===== config.mk =====
export PLATFORM = sky130hd
export DESIGN_NAME = qcw_burst_sequencer
export DESIGN_NICKNAME = d
export VERILOG_FILES = /design/src/rtl/qcw_burst_sequencer.sv
export SDC_FILE = /design/constraint.sdc
export NUM_CORES = 1
export LEC_CHECK = 0
export BUFFER_PORTS_ARGS = -buffer_cell sky130_fd_sc_hd__buf_2
export CORE_UTILIZATION = 38
export CTS_CLUSTER_DIAMETER = 40
export DETAILED_ROUTE_END_ITERATION = 7
export GPL_ROUTABILITY_DRIVEN = 0
export PLACE_DENSITY_LB_ADDON = 0.3
export SLEW_MARGIN = 20
export SYNTH_ARGS = -nofsm -noshare
export SYNTH_HDL_FRONTEND = slang
export SYNTH_SLANG_ARGS = --single-unit

===== constraint.sdc =====
create_clock -name clk -period 4.7 [get_ports clk]
set_clock_uncertainty 0.15 [all_clocks]
set_input_delay 0.47 -clock clk [delete_from_list [all_inputs] [get_ports clk]]
set_output_delay 0.47 -clock clk [all_outputs]
set_load 0.05 [all_outputs]

===== src/rtl/qcw_burst_sequencer.sv =====
// -----------------------------------------------------------------------------
// qcw_burst_sequencer
//
// Sequences one QCW burst of the resonant driver: accepts an armed fire
// request, latches the burst configuration, pulses qcw_start, ramps the phase
// shift once per completed resonant cycle, waits for the driver's done edge,
// then enforces a minimum idle holdoff before the next burst. Driver faults,
// over-current halts and a RUN watchdog latch the block in FAULT until the
// fault is acknowledged and both fault levels are gone.
//
// Ports
//   clk, reset            80 MHz clock, synchronous active-high reset
//   arm, fire_req         request gating level / single-cycle burst request
//   clear_fault           single-cycle fault acknowledge
//   cfg_cycle_limit       burst cycle count, latched at acceptance
//   cfg_phase_start       ramp start phase, latched at acceptance
//   cfg_phase_end         ramp ceiling (read live)
//   cfg_ramp_step         per-cycle phase increment (read live)
//   cfg_holdoff           idle clks after a burst (read live at burst end)
//   qcw_cycle_finished    one pulse per completed resonant cycle
//   qcw_done/fault/halt   driver done, driver fault, over-current halt levels
//   qcw_start             single-cycle start to the driver
//   qcw_cycle_limit       latched cycle limit
//   qcw_phase_shift       current phase shift
//   busy, fault_latched   status levels
//   fault_cause           01 driver fault, 10 halt, 11 watchdog timeout
//   burst_count           completed bursts (wrapping)
//   reject_count          dropped fire requests (saturating)
//
// State | meaning
// ------+----------------------------------------------------------------
// IDLE  | waiting for an armed fire_req; accept_pend marks the latch cycle
// START | qcw_start asserted for this single cycle
// RUN   | burst in progress, phase ramp and watchdog active
// HOLDOFF | minimum idle time after a completed burst
// FAULT | latched fault, waits for clear_fault with faults gone
// -----------------------------------------------------------------------------
module qcw_burst_sequencer #(
    parameter int TIMEOUT_CYCLES = 800000,
    parameter int HOLDOFF_W      = 24
) (
    input  logic                 clk,
    input  logic                 reset,
    input  logic                 arm,
    input  logic                 fire_req,
    input  logic                 clear_fault,
    input  logic [15:0]          cfg_cycle_limit,
    input  logic [7:0]           cfg_phase_start,
    input  logic [7:0]           cfg_phase_end,
    input  logic [7:0]           cfg_ramp_step,
    input  logic [HOLDOFF_W-1:0] cfg_holdoff,
    input  logic                 qcw_cycle_finished,
    input  logic                 qcw_done,
    input  logic                 qcw_fault,
    input  logic                 qcw_halt,
    output logic                 qcw_start,
    output logic [15:0]          qcw_cycle_limit,
    output logic [7:0]           qcw_phase_shift,
    output logic                 busy,
    output logic                 fault_latched,
    output logic [1:0]           fault_cause,
    output logic [15:0]          burst_count,
    output logic [7:0]           reject_count
);

    localparam int WD_W = $clog2(TIMEOUT_CYCLES + 1);
    localparam logic [WD_W-1:0] WD_LAST = WD_W'(TIMEOUT_CYCLES - 1);

    typedef enum logic [2:0] {
        IDLE    = 3'd0,
        START   = 3'd1,
        RUN     = 3'd2,
        HOLDOFF = 3'd3,
        FAULT   = 3'd4
    } state_t;

    state_t               state;
    logic                 accept_pend;
    logic                 done_prev;
    logic [7:0]           phase_start_q;
    logic [WD_W-1:0]      wd_cnt;
    logic [HOLDOFF_W-1:0] holdoff_cnt;

    logic       accept;
    logic       done_rise;
    logic [8:0] phase_sum;
    logic [7:0] phase_next;

    // accept_pend blocks a second request during the latch cycle
    assign accept    = (state == IDLE) && !accept_pend && arm && fire_req;
    assign done_rise = qcw_done && !done_prev;

    // Sum kept 9 bits wide so a large step saturates at the end value
    // instead of wrapping. An inverted ramp (end below start) parks the
    // phase at the latched start value.
    always_comb begin
        phase_sum = {1'b0, qcw_phase_shift} + {1'b0, cfg_ramp_step};
        if (cfg_phase_end < phase_start_q) begin
            phase_next = phase_start_q;
        end else if (phase_sum > {1'b0, cfg_phase_end}) begin
            phase_next = cfg_phase_end;
        end else begin
            phase_next = phase_sum[7:0];
        end
    end

    always_ff @(posedge clk) begin
        if (reset) begin
            state           <= IDLE;
            accept_pend     <= 1'b0;
            done_prev       <= 1'b0;
            phase_start_q   <= '0;
            wd_cnt          <= '0;
            holdoff_cnt     <= '0;
            qcw_start       <= 1'b0;
            qcw_cycle_limit <= '0;
            qcw_phase_shift <= '0;
            busy            <= 1'b0;
            fault_latched   <= 1'b0;
            fault_cause     <= 2'b00;
            burst_count     <= '0;
            reject_count    <= '0;
        end else begin
            done_prev <= qcw_done;
            qcw_start <= 1'b0;

            if (fire_req && !accept && (reject_count != 8'hFF)) begin
                reject_count <= reject_count + 8'd1;
            end

            case (state)
                IDLE: begin
                    if (accept_pend) begin
                        accept_pend <= 1'b0;
                        state       <= START;
                        qcw_start   <= 1'b1;
                        busy        <= 1'b1;
                    end else if (accept) begin
                        accept_pend     <= 1'b1;
                        qcw_cycle_limit <= cfg_cycle_limit;
                        qcw_phase_shift <= cfg_phase_start;
                        phase_start_q   <= cfg_phase_start;
                    end
                end

                START: begin
                    if (qcw_fault) begin
                        state         <= FAULT;
                        fault_latched <= 1'b1;
                        fault_cause   <= 2'b01;
                    end else if (qcw_halt) begin
                        state         <= FAULT;
                        fault_latched <= 1'b1;
                        fault_cause   <= 2'b10;
                    end else begin
                        state  <= RUN;
                        wd_cnt <= '0;
                    end
                end

                RUN: begin
                    if (qcw_fault) begin
                        state         <= FAULT;
                        fault_latched <= 1'b1;
                        fault_cause   <= 2'b01;
                    end else if (qcw_halt) begin
                        state         <= FAULT;
                        fault_latched <= 1'b1;
                        fault_cause   <= 2'b10;
                    end else if (done_rise) begin
                        // a cycle_finished in the same clk is dropped
                        state       <= HOLDOFF;
                        holdoff_cnt <= cfg_holdoff;
                        burst_count <= burst_count + 16'd1;
                    end else if (wd_cnt == WD_LAST) begin
                        state         <= FAULT;
                        fault_latched <= 1'b1;
                        fault_cause   <= 2'b11;
                    end else begin
                        wd_cnt <= wd_cnt + 1'b1;
                        if (qcw_cycle_finished) begin
                            qcw_phase_shift <= phase_next;
                        end
                    end
                end

                HOLDOFF: begin
                    if (holdoff_cnt == '0) begin
                        state <= IDLE;
                        busy  <= 1'b0;
                    end else begin
                        holdoff_cnt <= holdoff_cnt - 1'b1;
                    end
                end

                FAULT: begin
                    if (clear_fault && !qcw_fault && !qcw_halt) begin
                        state           <= IDLE;
                        busy            <= 1'b0;
                        fault_latched   <= 1'b0;
                        fault_cause     <= 2'b00;
                        qcw_phase_shift <= '0;
                    end
                end

                default: begin
                    state         <= FAULT;
                    busy          <= 1'b1;
                    fault_latched <= 1'b1;
                    fault_cause   <= 2'b11;
                end
            endcase
        end
    end

endmodule

# Word level (Yosys, flattened, before mapping)
# Cells that the tools add are included.
dict set report op_classes {
  add_sub_neg 5
  order_cmp 2
  n_eq_ne 24
  reduce_logical 29
  muxes 55
  bitwise_logic 6
}
# cell n
set ops {}
lappend ops {{$mux W20} 6}
lappend ops {{$mux W24} 4}
lappend ops {{$mux W8} 10}
lappend ops {{$pmux W24 S2} 1}
lappend ops {{$pmux W20 S2} 1}
lappend ops {{$ne A2 B2 Y1 const B} 14}
lappend ops {{$mux W3} 9}
lappend ops {{$logic_not A24 Y1} 1}
lappend ops {{$pmux W8 S3} 1}
lappend ops {{$sub A24 B1 Y24 const B} 1}
lappend ops {{$add A20 B1 Y20 const B} 1}
lappend ops {{$eq A20 B20 Y1 const B} 1}
lappend ops {{$add A16 B1 Y16 const B} 1}
lappend ops {{$pmux W3 S5} 1}
lappend ops {{$mux W2} 7}
lappend ops {{$mux W1} 12}
lappend ops {{$reduce_and A4 Y1} 3}
lappend ops {{$reduce_and A5 Y1} 2}
lappend ops {{$add A8 B8 Y9} 1}
lappend ops {{$gt A9 B8 Y1} 1}
lappend ops {{$reduce_and A9 Y1} 1}
lappend ops {{$add A8 B1 Y8 const B} 1}
lappend ops {{$logic_and A1 B1 Y1} 8}
lappend ops {{$lt A8 B8 Y1} 1}
lappend ops {{other kinds (17)} 32}
dict set report totals {
  register_bits 110
  wordCells 135
  inputBits 73
  output_inout_bits 53
}

# Logic depth before layout (Yosys ltp)
# Gate-level depths: netlist of the first run.
dict set report depth {
  ltp_word 10
  ltp_mapped 14
  mapped_depth_nobuf 14
}

# Worst setup path before layout of the first run
# No wires, ideal clock.
dict set report synth_path {
  path_kind {register to register}
  startpoint {reg qcw_phase_shift[2]}
  endpoint {reg qcw_phase_shift[2]}
  n_path_buf 0
  path_slack_ns 0.697
  required_ns 4.416
  arrival_time_ns 3.719
  setup_ns 0.134
  synth_period_minus_slack_ns 4.003
  stages_incl_launch_ff 13
  cell_sequence {dfxtp_1 ha_1 nor2b_1 o31a_1 or4b_2 nand3_1 ha_1 a21o_1 a211oi_1 a211oi_1 or3_1 a2111oi_0 a211oi_1}
}
dict set report synth_between {
  elab_chain_cells 10
}
# item line_no
set synth_rtl {}
lappend synth_rtl {{start, declared} 58} ;# output logic [7:0] qcw_phase_shift,
lappend synth_rtl {{start signal, assigned} 141} ;# qcw_phase_shift <= cfg_phase_start;
lappend synth_rtl {{start signal, assigned} 182} ;# qcw_phase_shift <= phase_next;
lappend synth_rtl {{$add A8 B8 Y9 (*)} 97} ;# phase_sum = {1'b0, qcw_phase_shift} + {1'b0, cfg_ramp_step};
lappend synth_rtl {{$gt A9 B8 Y1} 100} ;# end else if (phase_sum > {1'b0, cfg_phase_end}) begin
lappend synth_rtl {{$mux W8 (*)} 100}
lappend synth_rtl {{$mux W8 (*)} 98} ;# if (cfg_phase_end < phase_start_q) begin
lappend synth_rtl {{$mux W8 (*)} 181} ;# if (qcw_cycle_finished) begin
lappend synth_rtl {{$mux W8 (*)} 175} ;# end else if (wd_cnt == WD_LAST) begin
lappend synth_rtl {{$mux W8 (*)} 170} ;# end else if (done_rise) begin
lappend synth_rtl {{$mux W8 (*)} 166} ;# end else if (qcw_halt) begin
lappend synth_rtl {{$mux W8 (*)} 162} ;# if (qcw_fault) begin
lappend synth_rtl {{$pmux W8 S3 (*)} 131} ;# case (state)
# Mark *: on every way between the ends. The rest lies on a longest branch, timed or not. The select of a mux whose other input is x is not followed.
# A chain may end at the register's enable or synchronous reset.

# Worst setup path in the final report of the first run
dict set report layout_path {
  startpoint {reg qcw_phase_shift[0]}
  endpoint {reg qcw_phase_shift[2]}
}
# Same word-level chain as after synthesis.

==> impl_metrics.py, run 1 <==
metrics = {
    "run_status": {
        "status": "finished clean",
    },
    "setup_path": {
        "r2r_setup_slack_ns": 0.64,
        "critPathMaxStageDelay_ns": 0.61,
        "slowest_stage": "or4b_2",
        "worst-r2r-cell-count": 14,
        "worstPathMaxFanout": 5,
        "cp_data_arrival_time_ns": 4.15,
        "regToRegEndpoint": "qcw_phase_shift[2]",
        "worstPathRequired_ns": 4.79,
        "worst_setup_path_start_kind": "register",
        "rr_startpoint": "qcw_phase_shift[0]",
        "cp-end-kind": "register",
        "setup.worst_path.class": "reg2reg",
        "crit_chain": "ha_1 > inv_1 > fa_1 > nor2b_1 > o31a_1 > or4b_2 > nand3_1 > ha_1 > and3_1 > and3_1 > a211oi_1 > nor4b_1 > a2111oi_0 > a211oi_1",
    },
    "routing": {
        "avgRoutedWirePerCell_um": 14.37,
        "wirelength_um": 16390,
        "ant_nets": 0,
        "num_vias": 6030,
        "drtPass1Iterations": 5,
        "drc_errors": 0,
        "viasPerCell": 5.285,
        "drt_iter0_drc": 397,
    },
    "final_layout": {
        "layout-drive-gt1-share": 0.1762,
        "syn_to_final_growth_pct": 17.10,
        "finish.utilization": 0.4589,
        "diodes": 0,
        "fin_nets": 1021,
        "fillers": 1705,
        "final_area_mm2": 0.007342,
    },
    "synth": {
        "synth-edff-count": 0,
        "ys_async_sr_fraction": 0,
        "yosysUniqueCellTypes": 66,
        "avgSynthCellArea_um2": 7.684,
        "synth_common_cells": "127 x nand2_1, 110 x dfxtp_1, 88 x a21oi_1",
        "synthTopCellsByArea": "dfxtp_1 35%, nand2_1 7.6%, a21oi_1 7.0%",
        "ys.flop_type": "dfxtp_1",
        "seq_area_frac_synth": 0.3512,
        "synth_top_area_frac": 0.3512,
        "synth_top_area_cell": "dfxtp_1",
        "synth-seq-cells": 110,
        "synth_nets": 917,
        "yosysMostFrequentCell": "nand2_1",
        "syn_inst": 816,
        "syn_area_mm2": 0.006270,
        "synth_warnings": 0,
    },
    "global_routing": {
        "grtUsageTotal": 0.1981,
        "grt_pass1_wl_um": 26820,
        "overflow": 0,
        "grt_start_max_net_pins": 61,
        "grt_pass1_vias": 5447,
        "antenna_found_initial": 0,
    },
    "floorplanning": {
        "die_area_mm2": 0.01702,
        "die_h_um": 130.5,
        "start_util": 0.3919,
        "core_area_mm2": 0.01600,
        "io_pins": 126,
        "rows": 46,
        "dieWidth_um": 130.5,
    },
    "clock_network": {
        "clk_pin_slew_ns": 0.08,
        "clock-sinks": 110,
        "cts_root_buf": "clkbuf_16",
        "post_cts.repair.setup_buffers": 0,
        "cts_inserted_buffers": 9,
        "cts_tree": "yes",
        "hold_buffers": 0,
        "htree_levels": 3,
        "clkLatencyLatePin_ns": 0.36,
        "cts-resized-gates": 0,
        "clock_path_buffers": 2,
    },
    "place": {
        "dp_hpwl_um": 11770,
        "numPortBuffers": 125,
        "pre_cts_ws_ns": 0.4135,
        "placed_area_mm2": 0.007054,
    },
    "pwr": {
        "ir_worst_vdd_mv": 0.1846,
        "power.total_w": 0.002941,
        "power_density_mw_per_mm2": 400.5,
        "p_comb_frac": 0.376,
        "p_int_w": 0.001790,
        "seqPwrFrac": 0.366,
        "p_sw_w": 0.001151,
        "switching_share": 0.3914,
        "p_clk_frac": 0.258,
        "leakagePower_nw": 3.011,
    },
    "timing": {
        "fin_ws_ns": 0.6396,
        "max_clock_freq_mhz": 246.3,
        "rsz0062_at_grt": "false",
        "min_period_over_period": 0.8639,
        "final_hold_viol_count": 0,
        "tns_ns": 0,
        "slew_headroom": 0.3103,
        "period_minus_slack_ns": 4.060,
        "setup_viol": 0,
        "tightest_slew_ns": 1.026,
        "slew_viol_final": 0,
    },
    "min_path": {
        "hold_path_end": "qcw_cycle_limit[4]",
        "hold_class": "in2reg",
        "holdPathStages": 3,
        "min-delay-start": "cfg_cycle_limit[4]",
    },
    "job": {
        "drv_cap": 0,
    },
}
[cell type report]
type,instances,area (um^2),area share
multi-input cells,639,3806,0.5184
flip-flops and latches,110,2202,0.2999
repair buffers,130,663.1,0.09032
well taps,216,270.3,0.03681
clock buffers,10,239.0,0.03255
inverters,30,112.6,0.01534
clock inverters,6,48.80,0.006646
[critical path, delay by kind of cell, from the launching register on]
kind / cells / cell delay (ns)
AOI/OAI and AO/OA: 4 / 1.43
and+or+nand+nor: 6 / 1.29
buffers and inverters: 1 / 0.07
adders and majority gates: 3 / 0.65
DFF: 1 / 0.33
[cells by family after synthesis]
kind of cell,share of synthesized area
fa+ha+maj,0.05707
simple gates,0.2774
compound gates,0.2048
mux,0.01756
xor+xnor,0.05029
buf+inv,0.04171
flops,0.3512
[worst max-delay path by stage]
stage | start | endpoint | slack [ns] | cells past startpoint
5_1_grt | qcw_phase_shift[0] | qcw_phase_shift[2] | 0.19 | 14
6_report | qcw_phase_shift[0] | qcw_phase_shift[2] | 0.64 | 14
3_3_place_gp | cfg_ramp_step[0] | qcw_phase_shift[2] | 0.51 | 15
4_1_cts | qcw_phase_shift[0] | qcw_phase_shift[2] | 0.67 | 14
3_5_place_dp | cfg_ramp_step[0] | qcw_phase_shift[2] | 0.41 | 15
2_1_floorplan | qcw_phase_shift[2] | qcw_phase_shift[2] | 0.70 | 12
[power by group through the flow]
stage / sequential [W] / combinational [W] / clock (W)
6_report: 0.00108 / 0.00110 / 0.000759
5_1_grt: 0.00109 / 0.00122 / 0.000822
4_1_cts: 0.00108 / 0.00111 / 0.000783
3_5_place_dp: 0.00110 / 0.00110 / 0
3_3_place_gp: 0.00110 / 0.00108 / 0
2_1_floorplan: 0.00128 / 0.000653 / 0
[per-layer routing]
metal	global-route usage	vias up	wire (um)
met4	0.07640	0	264
met5	0	-	0
met2	0.3148	159	7477
met1	0.2690	2726	7790
li1	-	3128	-
met3	0.03257	17	861
[placed cells by master, fill, tap and decap left out, drive strengths merged, types with 10 or more instances in the layout]
cell type    n
nand3       28
xor2        12
nand4       11
nor2        79
a21oi       88
mux2i       11
inv         34
nor4        16
buf        130
clkbuf      10
or3         14
xnor2       24
ha          27
nand2      127
dfxtp      110
a211oi      10
o21ai       49
nor3        20
[flip-flops by register name (all words and copies together) (netlist names)]
name / flops
holdoff_cnt: 24
wd_cnt: 20
burst_count: 16
qcw_cycle_limit: 16
phase_start_q: 8
qcw_phase_shift: 8
reject_count: 8
state: 3
fault_cause: 2
accept_pend: 1
busy: 1
done_prev: 1
fault_latched: 1
qcw_start: 1
[metrics by stage]
step / std cells / hold slack [ns]
after floorplan: 816 / 0.2969
after global placement: 1125 / 0.2901
after detailed placement: 1125 / 0.2931
after CTS: 1141 / 0.1847
after global routing: 1141 / 0.1951
final: 1141 / 0.1895
Power figures use the tool's default switching activity.
==> inputs of run 2 (changes only) <==
- CORE_UTILIZATION: 38 -> 40
==> run 2 against run 1 <==
  * Routed wire length fell by 1.8%
  * Largest cell class unchanged
  * Fmax rose by 1.8%
  * Critical endpoint is now qcw_phase_shift[1]
  * Sequential share of layout area fell by 0.14 points
  * Combinational power barely moved
  * Sequential cell count did not move
  * Hold slack got worse by 0.0031 ns
  * Sequential power barely moved
  * First-iteration DRC count fell by 18%
  * Critical path depth did not move
==> impl_metrics.py, run 2 (synthesis gave the netlist of run 1 again) <==
metrics = {
    "final_layout": {
        "finish.utilization": 0.4835,
        "multiInputGateArea_mm2": 0.003806,
        "final_cells": 1136,
        "largestRegisters": "holdoff_cnt: 24 flops, wd_cnt: 20 flops",
        "mostFrequentLayoutCells": "127 x nand2_1, 125 x buf_2, 110 x dfxtp_1",
        "syn_to_final_growth_pct": 17.66,
        "largest_register": "holdoff_cnt",
        "fin_nets": 1021,
        "register_area_mm2": 0.002202,
        "fillers": 1588,
        "layout-drive-gt1-share": 0.1762,
        "layout_commonest_cell": "nand2_1",
        "diodes": 0,
        "largest_reg_flops": 24,
    },
    "floorplanning": {
        "io_pins": 126,
        "rows": 45,
        "die_h_um": 127.2,
        "core_area_mm2": 0.01526,
        "die_area_mm2": 0.01618,
        "dieWidth_um": 127.2,
        "start_util": 0.4109,
    },
    "pwr": {
        "leakagePower_nw": 3.028,
        "ir_worst_vdd_mv": 0.1724,
        "switching_share": 0.3775,
        "p_int_w": 0.001881,
        "seqPwrFrac": 0.357,
        "p_comb_frac": 0.362,
        "power_density_mw_per_mm2": 409.7,
        "p_clk_frac": 0.281,
        "p_sw_w": 0.001141,
    },
    "clock_network": {
        "post_cts.repair.setup_buffers": 0,
        "clock-sinks": 110,
        "cts_inserted_buffers": 9,
        "hold_buffers": 0,
        "clock_path_buffers": 2,
        "clkLatencyLatePin_ns": 0.36,
        "cts-resized-gates": 0,
        "htree_levels": 3,
        "cts_root_buf": "clkbuf_16",
        "clk_pin_slew_ns": 0.08,
        "cts_tree": "yes",
    },
    "min_path": {
        "hold_class": "in2reg",
    },
    "routing": {
        "ant_nets": 0,
        "drtPass1Iterations": 5,
        "drc_errors": 0,
        "viasPerCell": 5.317,
        "num_vias": 6040,
        "wirelength_um": 16110,
        "avgRoutedWirePerCell_um": 14.18,
        "drt_iter0_drc": 326,
    },
    "global_routing": {
        "overflow": 0,
        "grt_most_used_layer": "met2",
        "grt_pass1_vias": 5506,
        "grt_pass1_wl_um": 26880,
        "use_met1": 0.2744,
        "grtUsageTotal": 0.2049,
        "grt_use_met3": 0.02722,
        "antenna_found_initial": 0,
        "gr-usage-met2": 0.3365,
        "grt_start_max_net_pins": 55,
    },
    "setup_path": {
        "cp-end-kind": "register",
        "worstPathRequired_ns": 4.79,
        "setup.worst_path.class": "reg2reg",
        "worst_setup_path_start_kind": "register",
        "worstPathMaxFanout": 5,
        "cp_data_arrival_time_ns": 4.08,
    },
    "timing": {
        "slew_viol_final": 0,
        "timing.hold.ws_ns": 0.1865,
        "tns_ns": 0,
        "period_minus_slack_ns": 3.987,
        "slew_headroom": 0.3306,
        "fin_ws_ns": 0.7126,
        "tightest_slew_ns": 0.9958,
        "min_period_over_period": 0.8484,
        "setup_viol": 0,
        "final_hold_viol_count": 0,
        "rsz0062_at_grt": "false",
        "max_clock_freq_mhz": 250.8,
    },
    "place": {
        "dp_hpwl_um": 11530,
        "pre_cts_ws_ns": 0.4665,
        "dp.cells": 1120,
        "numPortBuffers": 125,
    },
    "job": {
        "drv_cap": 0,
    },
    "run_status": {
        "status": "finished clean",
    },
}
[run 2: changes by cell type in the layout (fill, tap and decap cells not counted), sizes merged]
cell    delta
bufinv     +2
clkbuf     -1
inv        -1
[run 2: metrics by stage]
stage	total power [W]	area (um^2)
2_1_floorplan	0.001938	6270
4_1_cts	0.003046	7377
3_5_place_dp	0.002193	7048
5_1_grt	0.003210	7377
6_report	0.003023	7377
3_3_place_gp	0.002179	7048
[run 2: layout make-up]
type	instances	share of cell area
inverters	30	0.01526
clock inverters	7	0.01408
flip-flops and latches	110	0.2985
clock buffers	9	0.03053
repair buffers	130	0.08989
well taps	211	0.03579
multi-input cells	639	0.5159
[run 2: final timing paths]
check,startpoint,end,slack (ns),cells past startpoint
min reg2reg,qcw_cycle_limit[1],qcw_cycle_limit[1],0.30,2
max reg2reg,qcw_phase_shift[0],qcw_phase_shift[1],0.71,14
max,qcw_phase_shift[0],qcw_phase_shift[1],0.71,14
min,cfg_cycle_limit[7],qcw_cycle_limit[7],0.19,3
[run 2: power by group through the flow]
stage,registers [W],clock network (W),logic [W]
2_1_floorplan,0.00128,0,0.000653
3_3_place_gp,0.00110,0,0.00108
3_5_place_dp,0.00110,0,0.00109
4_1_cts,0.00108,0.000871,0.00110
5_1_grt,0.00109,0.000905,0.00122
6_report,0.00108,0.000849,0.00110
[run 2: critical path: stages, from the launching register on]
cell and delay (ns):
dfxtp_1 0.33, ha_1 0.21, inv_1 0.07, fa_1 0.20, nor2b_1 0.07, o31a_1 0.27
or4b_2 0.61, nand3_1 0.13, ha_1 0.25, and3_1 0.18, and3_1 0.18, a211oi_1 0.58
nor4_1 0.13, a2111oi_0 0.39, a211oi_1 0.13
[run 2: layer usage]
metal | routed length, um | vias to the layer above
met1 | 7856 | 2784
met4 | 229 | 0
met2 | 7416 | 121
met3 | 603 | 13
met5 | 0 | -
li1 | - | 3122
